File: config.mk
export PLATFORM = sky130hd
export DESIGN_NAME = exc_ctrl_flat
export DESIGN_NICKNAME = d
export VERILOG_FILES = /design/src/rtl/exc_ctrl_pkg.sv /design/src/rtl/exc_ctrl_if.sv /design/src/rtl/exc_ctrl_prio_enc.sv /design/src/rtl/exc_ctrl.sv /design/src/flat_wrapper.sv
export SDC_FILE = /design/constraint.sdc
export NUM_CORES = 1
export LEC_CHECK = 0
export CELL_PAD_IN_SITES_DETAIL_PLACEMENT = 1
export CELL_PAD_IN_SITES_GLOBAL_PLACEMENT = 1
export CORE_MARGIN = 3
export CORE_UTILIZATION = 10
export CTS_CLUSTER_DIAMETER = 100
export CTS_CLUSTER_SIZE = 12
export DETAILED_ROUTE_END_ITERATION = 6
export PLACE_DENSITY = 0.93
export SLEW_MARGIN = 25
export SYNTH_ARGS = -nofsm -noshare
export SYNTH_HDL_FRONTEND = slang
export SYNTH_SLANG_ARGS = --single-unit
File: constraint.sdc
create_clock -name clk -period 1.9 [get_ports clk]
set_input_delay 0.38 -clock clk [delete_from_list [all_inputs] [get_ports clk]]
set_output_delay 0.38 -clock clk [all_outputs]
set_load 0.1 [all_outputs]
File: src/rtl/exc_ctrl_pkg.sv
// rtl/exc_ctrl_pkg.sv - shared exception codes, CP0 bit indices, stall vectors and FSM state type
package exc_ctrl_pkg;

    typedef logic [31:0] exc_type_t;

    // Final exception type codes presented to CP0
    localparam exc_type_t EXC_NONE         = 32'h0000_0000;
    localparam exc_type_t EXC_INTERRUPT    = 32'h0000_0001;
    localparam exc_type_t EXC_SYSCALL      = 32'h0000_0008;
    localparam exc_type_t EXC_INVALID_INST = 32'h0000_0009;
    localparam exc_type_t EXC_OVERFLOW     = 32'h0000_000c;
    localparam exc_type_t EXC_TRAP         = 32'h0000_000d;
    localparam exc_type_t EXC_ERET         = 32'h0000_000e;

    // Bit positions inside the raw MEM flag vector {eret, overflow, trap, syscall, invalid_inst}
    localparam int FLAG_INVALID_INST = 0;
    localparam int FLAG_SYSCALL      = 1;
    localparam int FLAG_TRAP         = 2;
    localparam int FLAG_OVERFLOW     = 3;
    localparam int FLAG_ERET         = 4;

    // CP0 Status / Cause fields
    localparam int STATUS_IE_BIT  = 0;
    localparam int STATUS_EXL_BIT = 1;
    localparam int INT_MASK_LO    = 8;
    localparam int INT_MASK_HI    = 15;

    // Stall vectors {wb, mem, ex, id, if, pc}
    localparam logic [5:0] STALL_NONE = 6'b000000;
    localparam logic [5:0] STALL_ID   = 6'b000111;
    localparam logic [5:0] STALL_EX   = 6'b001111;

    localparam logic [31:0] EXC_VECTOR_DEFAULT  = 32'h0000_0020;
    localparam int          HOLD_CYCLES_DEFAULT = 2;

    typedef enum logic {
        ST_IDLE = 1'b0,
        ST_HOLD = 1'b1
    } exc_state_t;

    // An interrupt is pending when an enabled line is raised, IE=1, EXL=0 and
    // there is a real instruction in MEM to attach the exception to.
    function automatic logic irq_pending(input logic [31:0] status,
                                         input logic [31:0] cause,
                                         input logic        valid);
        logic w_lines;
        w_lines = |(cause[INT_MASK_HI:INT_MASK_LO] & status[INT_MASK_HI:INT_MASK_LO]);
        return w_lines && status[STATUS_IE_BIT] && !status[STATUS_EXL_BIT] && valid;
    endfunction

endpackage

File: src/rtl/exc_ctrl_if.sv
// rtl/exc_ctrl_if.sv - MEM/CP0/stall bundle between the pipeline and the exception controller
interface exc_ctrl_if;
    logic        mem_valid_i;
    logic [4:0]  mem_exc_flags_i;
    logic [31:0] mem_pc_i;
    logic        mem_in_delayslot_i;
    logic [31:0] cp0_status_i;
    logic [31:0] cp0_cause_i;
    logic [31:0] cp0_epc_i;
    logic        stallreq_id_i;
    logic        stallreq_ex_i;
    logic [31:0] exception_type_o;
    logic [31:0] exc_pc_o;
    logic        exc_in_delayslot_o;
    logic        flush_o;
    logic [31:0] new_pc_o;
    logic [5:0]  stall_o;
    logic        busy_o;

    // Pipeline side: drives MEM/CP0/stall requests, consumes control outputs
    modport master (
        output mem_valid_i, mem_exc_flags_i, mem_pc_i, mem_in_delayslot_i,
        output cp0_status_i, cp0_cause_i, cp0_epc_i, stallreq_id_i, stallreq_ex_i,
        input  exception_type_o, exc_pc_o, exc_in_delayslot_o, flush_o,
        input  new_pc_o, stall_o, busy_o
    );

    // Controller side
    modport slave (
        input  mem_valid_i, mem_exc_flags_i, mem_pc_i, mem_in_delayslot_i,
        input  cp0_status_i, cp0_cause_i, cp0_epc_i, stallreq_id_i, stallreq_ex_i,
        output exception_type_o, exc_pc_o, exc_in_delayslot_o, flush_o,
        output new_pc_o, stall_o, busy_o
    );
endinterface

File: src/rtl/exc_ctrl_prio_enc.sv
// rtl/exc_ctrl_prio_enc.sv - priority encoder from raw flags + pending interrupt to exception type
module exc_prio_enc
    import exc_ctrl_pkg::*;
(
    input  logic      i_valid,
    input  logic      i_irq_pending,
    input  logic [4:0] i_flags,
    output exc_type_t o_type
);

    // Highest-priority cause wins; bubbles never raise a synchronous exception
    always_comb begin
        o_type = EXC_NONE;
        if (i_irq_pending) begin
            o_type = EXC_INTERRUPT;
        end else if (i_valid) begin
            if (i_flags[FLAG_INVALID_INST])  o_type = EXC_INVALID_INST;
            else if (i_flags[FLAG_SYSCALL])  o_type = EXC_SYSCALL;
            else if (i_flags[FLAG_TRAP])     o_type = EXC_TRAP;
            else if (i_flags[FLAG_OVERFLOW]) o_type = EXC_OVERFLOW;
            else if (i_flags[FLAG_ERET])     o_type = EXC_ERET;
        end
    end

endmodule

File: src/rtl/exc_ctrl.sv
// rtl/exc_ctrl.sv - exception resolve, flush/redirect, stall arbitration, hold-off FSM (optional EXC_CTRL_STATS_EN)
module exc_ctrl
    import exc_ctrl_pkg::*;
#(
    parameter logic [31:0] EXC_VECTOR  = EXC_VECTOR_DEFAULT,
    parameter int          HOLD_CYCLES = HOLD_CYCLES_DEFAULT
) (
    input  logic        clk,
    input  logic        rst,
    exc_ctrl_if.slave   bus
`ifdef EXC_CTRL_STATS_EN
    ,
    output logic [31:0] exc_count_o
`endif
);

    localparam logic [2:0] HOLD_LOAD = 3'(HOLD_CYCLES - 1);

    exc_state_t r_state;
    exc_state_t w_state_next;
    logic [2:0] r_hold_cnt;
    logic [2:0] w_hold_cnt_next;

    logic       w_irq_pending;
    exc_type_t  w_enc_type;
    exc_type_t  w_type;
    logic       w_flush;
    logic [5:0] w_stall_arb;

    assign w_irq_pending = irq_pending(bus.cp0_status_i, bus.cp0_cause_i, bus.mem_valid_i);

    exc_prio_enc u_prio_enc (
        .i_valid       (bus.mem_valid_i),
        .i_irq_pending (w_irq_pending),
        .i_flags       (bus.mem_exc_flags_i),
        .o_type        (w_enc_type)
    );

    // Exceptions are only accepted in IDLE; reset silences every output
    assign w_type  = (rst && r_state == ST_IDLE) ? w_enc_type : EXC_NONE;
    assign w_flush = (w_type != EXC_NONE);

    // Stall arbitration: EX stall covers ID stall; a flush overrides both
    always_comb begin
        w_stall_arb = STALL_NONE;
        if (bus.stallreq_ex_i)      w_stall_arb = STALL_EX;
        else if (bus.stallreq_id_i) w_stall_arb = STALL_ID;
    end

    assign bus.exception_type_o   = w_type;
    assign bus.flush_o            = w_flush;
    assign bus.exc_pc_o           = w_flush ? bus.mem_pc_i : 32'h0;
    assign bus.exc_in_delayslot_o = w_flush & bus.mem_in_delayslot_i;
    assign bus.new_pc_o           = !w_flush ? 32'h0 :
                                    (w_type == EXC_ERET) ? bus.cp0_epc_i : EXC_VECTOR;
    assign bus.stall_o            = (rst && !w_flush) ? w_stall_arb : STALL_NONE;
    assign bus.busy_o             = rst && (r_state == ST_HOLD);

    // State and hold counter register
    always_ff @(posedge clk or negedge rst) begin
        if (!rst) begin
            r_state    <= ST_IDLE;
            r_hold_cnt <= 3'd0;
        end else begin
            r_state    <= w_state_next;
            r_hold_cnt <= w_hold_cnt_next;
        end
    end

    // Next state: a taken exception opens a hold-off window of HOLD_CYCLES cycles
    always_comb begin
        w_state_next    = r_state;
        w_hold_cnt_next = r_hold_cnt;
        case (r_state)
            ST_IDLE: begin
                if (w_flush) begin
                    w_state_next    = ST_HOLD;
                    w_hold_cnt_next = HOLD_LOAD;
                end
            end
            ST_HOLD: begin
                if (r_hold_cnt == 3'd0) begin
                    w_state_next = ST_IDLE;
                end else begin
                    w_hold_cnt_next = r_hold_cnt - 3'd1;
                end
            end
            default: begin
                w_state_next    = ST_IDLE;
                w_hold_cnt_next = 3'd0;
            end
        endcase
    end

`ifdef EXC_CTRL_STATS_EN
    logic [31:0] r_exc_count;

    // Saturating count of taken exceptions, eret excluded
    always_ff @(posedge clk or negedge rst) begin
        if (!rst) begin
            r_exc_count <= 32'h0;
        end else if (w_flush && w_type != EXC_ERET && r_exc_count != 32'hFFFF_FFFF) begin
            r_exc_count <= r_exc_count + 32'h1;
        end
    end

    assign exc_count_o = r_exc_count;
`endif

endmodule

File: src/flat_wrapper.sv
// flat-port wrapper written by rule: the top's interface ports become plain ports
module exc_ctrl_flat import exc_ctrl_pkg::*;
#(
    parameter logic [31:0] EXC_VECTOR  = EXC_VECTOR_DEFAULT,
    parameter int          HOLD_CYCLES = HOLD_CYCLES_DEFAULT
)
  (clk, rst, bus_mem_valid_i, bus_mem_exc_flags_i, bus_mem_pc_i, bus_mem_in_delayslot_i, bus_cp0_status_i, bus_cp0_cause_i, bus_cp0_epc_i, bus_stallreq_id_i, bus_stallreq_ex_i, bus_exception_type_o, bus_exc_pc_o, bus_exc_in_delayslot_o, bus_flush_o, bus_new_pc_o, bus_stall_o, bus_busy_o);
  exc_ctrl_if bus_i ();
  input  logic clk;
  input  logic rst;
  input wire logic [$bits(bus_i.mem_valid_i)-1:0] bus_mem_valid_i;
  input wire logic [$bits(bus_i.mem_exc_flags_i)-1:0] bus_mem_exc_flags_i;
  input wire logic [$bits(bus_i.mem_pc_i)-1:0] bus_mem_pc_i;
  input wire logic [$bits(bus_i.mem_in_delayslot_i)-1:0] bus_mem_in_delayslot_i;
  input wire logic [$bits(bus_i.cp0_status_i)-1:0] bus_cp0_status_i;
  input wire logic [$bits(bus_i.cp0_cause_i)-1:0] bus_cp0_cause_i;
  input wire logic [$bits(bus_i.cp0_epc_i)-1:0] bus_cp0_epc_i;
  input wire logic [$bits(bus_i.stallreq_id_i)-1:0] bus_stallreq_id_i;
  input wire logic [$bits(bus_i.stallreq_ex_i)-1:0] bus_stallreq_ex_i;
  output wire logic [$bits(bus_i.exception_type_o)-1:0] bus_exception_type_o;
  output wire logic [$bits(bus_i.exc_pc_o)-1:0] bus_exc_pc_o;
  output wire logic [$bits(bus_i.exc_in_delayslot_o)-1:0] bus_exc_in_delayslot_o;
  output wire logic [$bits(bus_i.flush_o)-1:0] bus_flush_o;
  output wire logic [$bits(bus_i.new_pc_o)-1:0] bus_new_pc_o;
  output wire logic [$bits(bus_i.stall_o)-1:0] bus_stall_o;
  output wire logic [$bits(bus_i.busy_o)-1:0] bus_busy_o;
  assign bus_i.mem_valid_i = bus_mem_valid_i;
  assign bus_i.mem_exc_flags_i = bus_mem_exc_flags_i;
  assign bus_i.mem_pc_i = bus_mem_pc_i;
  assign bus_i.mem_in_delayslot_i = bus_mem_in_delayslot_i;
  assign bus_i.cp0_status_i = bus_cp0_status_i;
  assign bus_i.cp0_cause_i = bus_cp0_cause_i;
  assign bus_i.cp0_epc_i = bus_cp0_epc_i;
  assign bus_i.stallreq_id_i = bus_stallreq_id_i;
  assign bus_i.stallreq_ex_i = bus_stallreq_ex_i;
  assign bus_exception_type_o = bus_i.exception_type_o;
  assign bus_exc_pc_o = bus_i.exc_pc_o;
  assign bus_exc_in_delayslot_o = bus_i.exc_in_delayslot_o;
  assign bus_flush_o = bus_i.flush_o;
  assign bus_new_pc_o = bus_i.new_pc_o;
  assign bus_stall_o = bus_i.stall_o;
  assign bus_busy_o = bus_i.busy_o;
  exc_ctrl #(.EXC_VECTOR(EXC_VECTOR), .HOLD_CYCLES(HOLD_CYCLES)) u_core (.clk(clk), .rst(rst), .bus(bus_i));
endmodule
==> results_tabular.tex, run 1 <==
\begin{tabular}{lr}
\hline
Metric & Value \\
\hline
\multicolumn{2}{l}{\textbf{Outcome}} \\
Run status & finished, violations left \\
Violated checks & setup timing \\
\multicolumn{2}{l}{\textbf{Timing}} \\
Crit path setup slack, layout & -0.450 ns \\
Final clock skew & 0.000604 ns \\
RSZ-0062 raised after global routing & true \\
Share of the clock period used by the worst path after layout & 124\% \\
Number of hold violations in the final report & 0 \\
Hold Worst Slack & 0.144 ns \\
Number of setup violations in the final report & 74 \\
Slew Viols, Final & 0 \\
Fmax & 426 MHz \\
Clock period minus worst slack & 2.35 ns \\
\multicolumn{2}{l}{\textbf{Placed design}} \\
Placer congestion estimate & 0.829 \\
Hpwl dp & 6.73 mm \\
Port-buffer cells & 167 \\
Setup slack after placement & -0.881 ns \\
\multicolumn{2}{l}{\textbf{Yosys}} \\
Synth Register Bits & 4 \\
Share of async-settable or async-resettable flops after synthesis & 100\% \\
Synthesis Warnings & 0 \\
Summed instance area of the synthesized netlist & 1140 um2 \\
Cells after Synth & 157 \\
Distinct cells, synth & 34 \\
Seq/Total Area, Yosys & 8.80\% \\
Mapped Avg Cell Area & 7.24 um2 \\
Flip-flop cell with the highest count after synthesis & dfrtp\_1 \\
Number of enable-type register cells in the synthesized netlist & 0 \\
\multicolumn{2}{l}{\textbf{Detailed routing}} \\
Iter 0 DRT Violations & 59 \\
Antenna-violating nets left & 0 \\
Post-DR vias/cell & 3.85 \\
DRT Wirelength & 8.65 mm \\
Detailed-route DRC error count & 0 \\
Routed via count & 1,949 \\
Length of the first detailed-routing pass in iterations & 4 \\
Post-detailed-route wirelength per cell & 17.1 um \\
\multicolumn{2}{l}{\textbf{Global route}} \\
First-pass GRT wire length & 12.7 mm \\
Initial antenna violation count & 0 \\
Via count of the first global-routing pass & 2,272 \\
Total GRT Usage & 12.8\% \\
Overall overflow remaining after global route & 0 \\
Pin count of the biggest net entering global routing & 17 \\
\multicolumn{2}{l}{\textbf{Critical path}} \\
Start point of the critical path & bus\_cp0\_status\_i[0] \\
Required @ worst endpoint & 1.52 ns \\
Critical path start-end classification & in2out \\
Largest fanout of any net on the critical path & 6 \\
Most repeated library cell on the critical path & buf\_12 \\
Kind of end point of the critical path & output port \\
Combined buffer and inverter count along the critical path & 4 \\
Top Family by Delay on Critical Path & buffers and inverters \\
Count of cells along the worst register-to-register path & 5 \\
Cells along the critical path & clkdlybuf4s15\_2, nand2\_2, or4b\_4, buf\_12, buf\_16, a21boi\_4, buf\_12 \\
CP max-delay cell & or4b\_4 \\
Critical path launch point type & input port \\
Reg-to-Reg Start & u\_core.r\_state \\
Arrival time worst endpoint & 1.97 ns \\
Cell count along the critical path & 7 \\
Max stage delay on crit path & 0.57 ns \\
\multicolumn{2}{l}{\textbf{Clock network}} \\
Root buf cell & clkbuf\_16 \\
Clock tree from TritonCTS & yes \\
Skew-Pair Late Insertion Delay & 0.22 ns \\
Longest Clk Path Bufs & 2 \\
\# clock sinks & 4 \\
H-tree depth & 1 \\
Number of hold-repair buffers added at the cts stage & 0 \\
Number of buffers added by the clock tree synthesis step & 3 \\
Clock-pin slew on the worst setup and hold paths & 0.03 ns \\
\multicolumn{2}{l}{\textbf{Floorplan}} \\
Area of the core & 11,000 um2 \\
IO Count & 244 \\
Die width & 113 um \\
Die outline area & 12,700 um2 \\
Effective utilization at floorplan & 10.4\% \\
Count of standard-cell rows & 38 \\
Die outline height & 113 um \\
\multicolumn{2}{l}{\textbf{Pwr}} \\
Leak Pwr & 2.13 nW \\
Total chip power & 3.01 mW \\
Largest voltage drop on the vdd net & 0.343 mV \\
Power density over the cells & 612 nW/um2 \\
\multicolumn{2}{l}{\textbf{Cells and area}} \\
Share of final-layout standard cells stronger than drive strength 1 & 65.6\% \\
Number of diodes added for antenna fixing & 0 \\
Util after Layout & 44.8\% \\
Layout net count & 509 \\
Area delta synth->final & 333\% \\
Fill cell total of the finished layout & 1,134 \\
\multicolumn{2}{l}{\textbf{Run}} \\
Maximum capacitance violations & 0 \\
\multicolumn{2}{l}{\textbf{Hold path}} \\
Classification of the worst-slack hold path & in2async \\
\hline
\end{tabular}
## through the flow
stage	setup TNS (ns)	std cells	instance area (um2)
3_3_place_gp	-49.53	477	4410
3_5_place_dp	-53.54	477	4410
6_report	-28.46	506	4920
5_1_grt	-33.42	506	4920
2_1_floorplan	-22.04	186	1840
4_1_cts	-29.92	503	4880
## worst paths after layout
path | end | slack [ns]
max | bus_exc_pc_o[7] | -0.45
min | u_core.r_hold_cnt[2] | 0.14
max reg2reg | u_core.r_hold_cnt[1] | 0.10
min reg2reg | u_core.r_hold_cnt[2] | 0.53
max in group asynchronous | u_core.r_hold_cnt[0] | 1.64
min in group clk | u_core.r_hold_cnt[2] | 0.53
## report_power, final
group | total, mW | switching [mW] | leakage [nW] | internal, mW
clock | 0.329 | 0.0599 | 0.0370 | 0.269
combinational | 2.53 | 1.53 | 2.04 | 0.996
sequential | 0.157 | 0.0296 | 0.0486 | 0.128
## cell usage after synthesis (2+ instances only)
library cell  instances  area [um2]
nand2_1               3        11.3
a41o_1                2        20.0
dfrtp_1               4         100
buf_4                32         240
nand4_1               2        12.5
ha_1                  2        25.0
clkbuf_1              5        18.8
nand3_1               3        15.0
inv_1                 4        15.0
a22oi_1               4        30.0
o21ai_0               2        10.0
a21boi_1             33         248
and2_1               32         200
buf_2                 4        20.0
nor2b_1               2        12.5
nor2_1                5        18.8
## layer usage
| layer | share of wire (%) | GRT usage (%) | vias to the layer above |
|---|---|---|---|
| met2 | 55 | 25.6 | 151 |
| met5 | 0 | 0 | - |
| met1 | 34 | 12.7 | 893 |
| met3 | 11 | 4.31 | 6 |
| met4 | 0.82 | 2.48 | 0 |
| li1 | - | - | 899 |
## sequential cells by signal (all words and copies together) (netlist names)
signal             count
u_core.r_hold_cnt      3
u_core.r_state         1
## placed cells by master, fill, tap and decap left out, types with 3 or more instances in the layout
cell type	n
buf_12	88
clkdlybuf4s50_1	67
a21boi_4	33
and2_4	31
conb_1	30
buf_4	25
buf_6	20
buf_2	7
buf_16	6
a22oi_2	4
nor2_1	4
dfrtp_1	4
o21ai_4	3
inv_1	3
clkbuf_16	3
clkbuf_2	3
clkdlybuf4s15_1	3
## cell type report
type / count / area, um2 / share of cell area [%]
multi-input combinational: 135 / 1450 / 29.5
inverter: 4 / 18.8 / 0.381
tap: 140 / 175 / 3.56
timing repair buffer: 220 / 3100 / 63.0
clock buffer: 3 / 75.1 / 1.52
sequential: 4 / 100 / 2.03
## worst reg2reg max path, cell delays in order, from the launching register on
cell     delay, ns
dfrtp_1       0.42
or4b_4        0.61
buf_12        0.16
buf_12        0.14
buf_4         0.15
a41o_1        0.20
## logic make-up after synthesis
family | Yosys count | share of synthesized area [%]
buffers and inverters | 47 | 27.3
DFF | 4 | 8.80
and+or+nand+nor | 55 | 29.6
xor gates and xnor gates | 1 | 0.770
adders and majority gates | 2 | 2.20
other | 1 | 0.330
AOI/OAI and AO/OA | 47 | 31.0
## timing repair
item	in CTS	in global routing
cloned	5	0
gates resized for setup	118	14
endpoints found under the setup margin	78	74
pin swaps	58	9
setup buffers	19	4
(Power assumes the default switching activity.)
==> inputs of run 2 (changes only) <==
--- a/config.mk
+++ b/config.mk
@@ -10,8 +10,8 @@
 export CORE_MARGIN = 3
 export CORE_UTILIZATION = 10
 export CTS_CLUSTER_DIAMETER = 100
-export CTS_CLUSTER_SIZE = 12
 export DETAILED_ROUTE_END_ITERATION = 6
+export MAX_ROUTING_LAYER = met4
 export PLACE_DENSITY = 0.93
 export SLEW_MARGIN = 25
 export SYNTH_ARGS = -nofsm -noshare
==> run 2 against run 1 <==
Compared with the run above: the run still ends with setup timing left; worst setup slack worse by 0.00085 ns; utilization stayed put; power hardly changed; global-route usage is 0.39 points higher; first-iteration DRC count stayed put; fmax hardly changed; hold slack worse by 0.0026 ns; clock skew hardly changed; clock-buffer cell count stayed put; clock power hardly changed; critical path type unchanged; largest cell class unchanged.
==> results_tabular.tex, run 2 (same netlist as run 1, synthesis figures left out) <==
\begin{tabular}{lr}
\hline
Metric & Value \\
\hline
\multicolumn{2}{l}{\textbf{Outcome}} \\
Run status & finished, violations left \\
Violated checks & setup timing \\
\multicolumn{2}{l}{\textbf{Detailed routing}} \\
Detailed-route DRC error count & 0 \\
Post-detailed-route wirelength per cell & 17.0 um \\
Met3 routed wirelength & 780 um \\
Max Used Layer & met4 \\
Amount of wire on met2 after detailed routing & 4.71 mm \\
DRT Wirelength & 8.63 mm \\
Wire length on met1 & 3.06 mm \\
Antenna-violating nets left & 0 \\
Iter 0 DRT Violations & 59 \\
Routed via count & 1,949 \\
Length of the first detailed-routing pass in iterations & 4 \\
Post-DR vias/cell & 3.85 \\
\multicolumn{2}{l}{\textbf{Hold path}} \\
Classification of the worst-slack hold path & in2async \\
\multicolumn{2}{l}{\textbf{Clock network}} \\
Root buf cell & clkbuf\_16 \\
Clock-pin slew on the worst setup and hold paths & 0.03 ns \\
Clock tree from TritonCTS & yes \\
Skew-Pair Late Insertion Delay & 0.22 ns \\
Longest Clk Path Bufs & 2 \\
Number of buffers added by the clock tree synthesis step & 3 \\
\# clock sinks & 4 \\
H-tree depth & 1 \\
\multicolumn{2}{l}{\textbf{Cells and area}} \\
Commonest non-fill, non-tap cell in the layout & buf\_12 \\
Number of diodes added for antenna fixing & 0 \\
Final instance area & 4920 um2 \\
Area delta synth->final & 333\% \\
Fill cell total of the finished layout & 1,134 \\
Top library cells by usage in the layout, fill and taps aside & 88 x buf\_12, 67 x clkdlybuf4s50\_1, 33 x a21boi\_4 \\
Max FFs per register & 3 \\
Leading registers by flop count & u\_core.r\_hold\_cnt (3), u\_core.r\_state (1) \\
Top register by number of flip-flops & u\_core.r\_hold\_cnt \\
Share of final-layout standard cells stronger than drive strength 1 & 65.6\% \\
Layout net count & 509 \\
\multicolumn{2}{l}{\textbf{Pwr}} \\
Power density over the cells & 612 nW/um2 \\
Leak Pwr & 2.13 nW \\
Total chip power & 3.01 mW \\
Largest voltage drop on the vdd net & 0.343 mV \\
\multicolumn{2}{l}{\textbf{Floorplan}} \\
Die outline area & 12,700 um2 \\
IO Count & 244 \\
Die width & 113 um \\
Area of the core & 11,000 um2 \\
Die outline height & 113 um \\
Effective utilization at floorplan & 10.4\% \\
Count of standard-cell rows & 38 \\
\multicolumn{2}{l}{\textbf{Placed design}} \\
Hpwl dp & 6.73 mm \\
Port-buffer cells & 167 \\
Setup slack after placement & -0.881 ns \\
Placed inst area & 4410 um2 \\
Placer congestion estimate & 0.842 \\
\multicolumn{2}{l}{\textbf{Timing}} \\
Number of setup violations in the final report & 74 \\
Clock period minus worst slack & 2.35 ns \\
RSZ-0062 raised after global routing & true \\
Hold Worst Slack & 0.141 ns \\
Number of hold violations in the final report & 0 \\
Final clock skew & 0.000539 ns \\
Fmax & 425 MHz \\
Crit path setup slack, layout & -0.451 ns \\
Share of the clock period used by the worst path after layout & 124\% \\
Slew Viols, Final & 0 \\
\multicolumn{2}{l}{\textbf{Global route}} \\
First-pass GRT wire length & 12.6 mm \\
Total GRT Usage & 13.2\% \\
Via count of the first global-routing pass & 2,281 \\
Pin count of the biggest net entering global routing & 17 \\
Initial antenna violation count & 0 \\
Overall overflow remaining after global route & 0 \\
\multicolumn{2}{l}{\textbf{Run}} \\
Maximum capacitance violations & 0 \\
\multicolumn{2}{l}{\textbf{Critical path}} \\
Kind of end point of the critical path & output port \\
Required @ worst endpoint & 1.52 ns \\
Largest fanout of any net on the critical path & 6 \\
Arrival time worst endpoint & 1.97 ns \\
Critical path start-end classification & in2out \\
Critical path launch point type & input port \\
\hline
\end{tabular}
[run 2: area by class of cell]
cell class / count / area [um2] / share of cell area [%]
Clock buffer: 3 / 75.1 / 1.52
Inverter: 4 / 18.8 / 0.381
Multi-Input combinational cell: 135 / 1450 / 29.5
Sequential cell: 4 / 100 / 2.03
Tap cell: 140 / 175 / 3.56
Timing Repair Buffer: 220 / 3100 / 63.0
[run 2: power by group]
part           leakage [nW]  total (mW)  switching (mW)  internal [mW]
registers            0.0486       0.157          0.0290          0.128
clock network        0.0370       0.330          0.0607          0.269
logic                  2.04        2.53            1.53          0.996
[run 2: critical path: stages]
cell      delay (ns)
buf_2           0.12
nor2b_4         0.12
nand2_2         0.07
or4b_4          0.57
buf_12          0.18
buf_16          0.15
a21boi_4        0.17
buf_12          0.19
[run 2: metal layers]
layer  global-route usage (%)  vias up
met5                        -        -
met4                     2.48        0
met3                     2.96        6
met2                     25.6      153
met1                     13.6      892
li1                         -      898
[run 2: through the flow]
stage / std cells / utilization, % / TNS [ns]
after CTS: 503 / 44.4 / -29.92
final: 506 / 44.8 / -28.36
after global routing: 506 / 44.8 / -33.42
after global placement: 477 / 40.1 / -49.53
after floorplan: 186 / - / -22.04
after detailed placement: 477 / 40.1 / -53.54
[run 2: timing repair]
item / CTS / global route
pin swaps: 58 / 9
hold buffers: 0 / 0
cloned: 5 / 0
endpoints found under the setup margin: 78 / 74
setup buffers: 19 / 4
gates resized for setup: 118 / 14
[run 2: worst paths after layout]
| path | start | endpoint | slack (ns) | cells after the start |
|---|---|---|---|---|
| setup / recovery | bus_cp0_status_i[1] | bus_exc_pc_o[7] | -0.45 | 8 |
| hold / removal | rst | u_core.r_hold_cnt[2] | 0.14 | 2 |
| setup reg to reg | u_core.r_state | u_core.r_hold_cnt[1] | 0.10 | 5 |
| hold reg to reg | u_core.r_hold_cnt[2] | u_core.r_hold_cnt[2] | 0.52 | 1 |
| max in group asynchronous | rst | u_core.r_hold_cnt[0] | 1.64 | 2 |
| min in group clk | u_core.r_hold_cnt[2] | u_core.r_hold_cnt[2] | 0.52 | 1 |
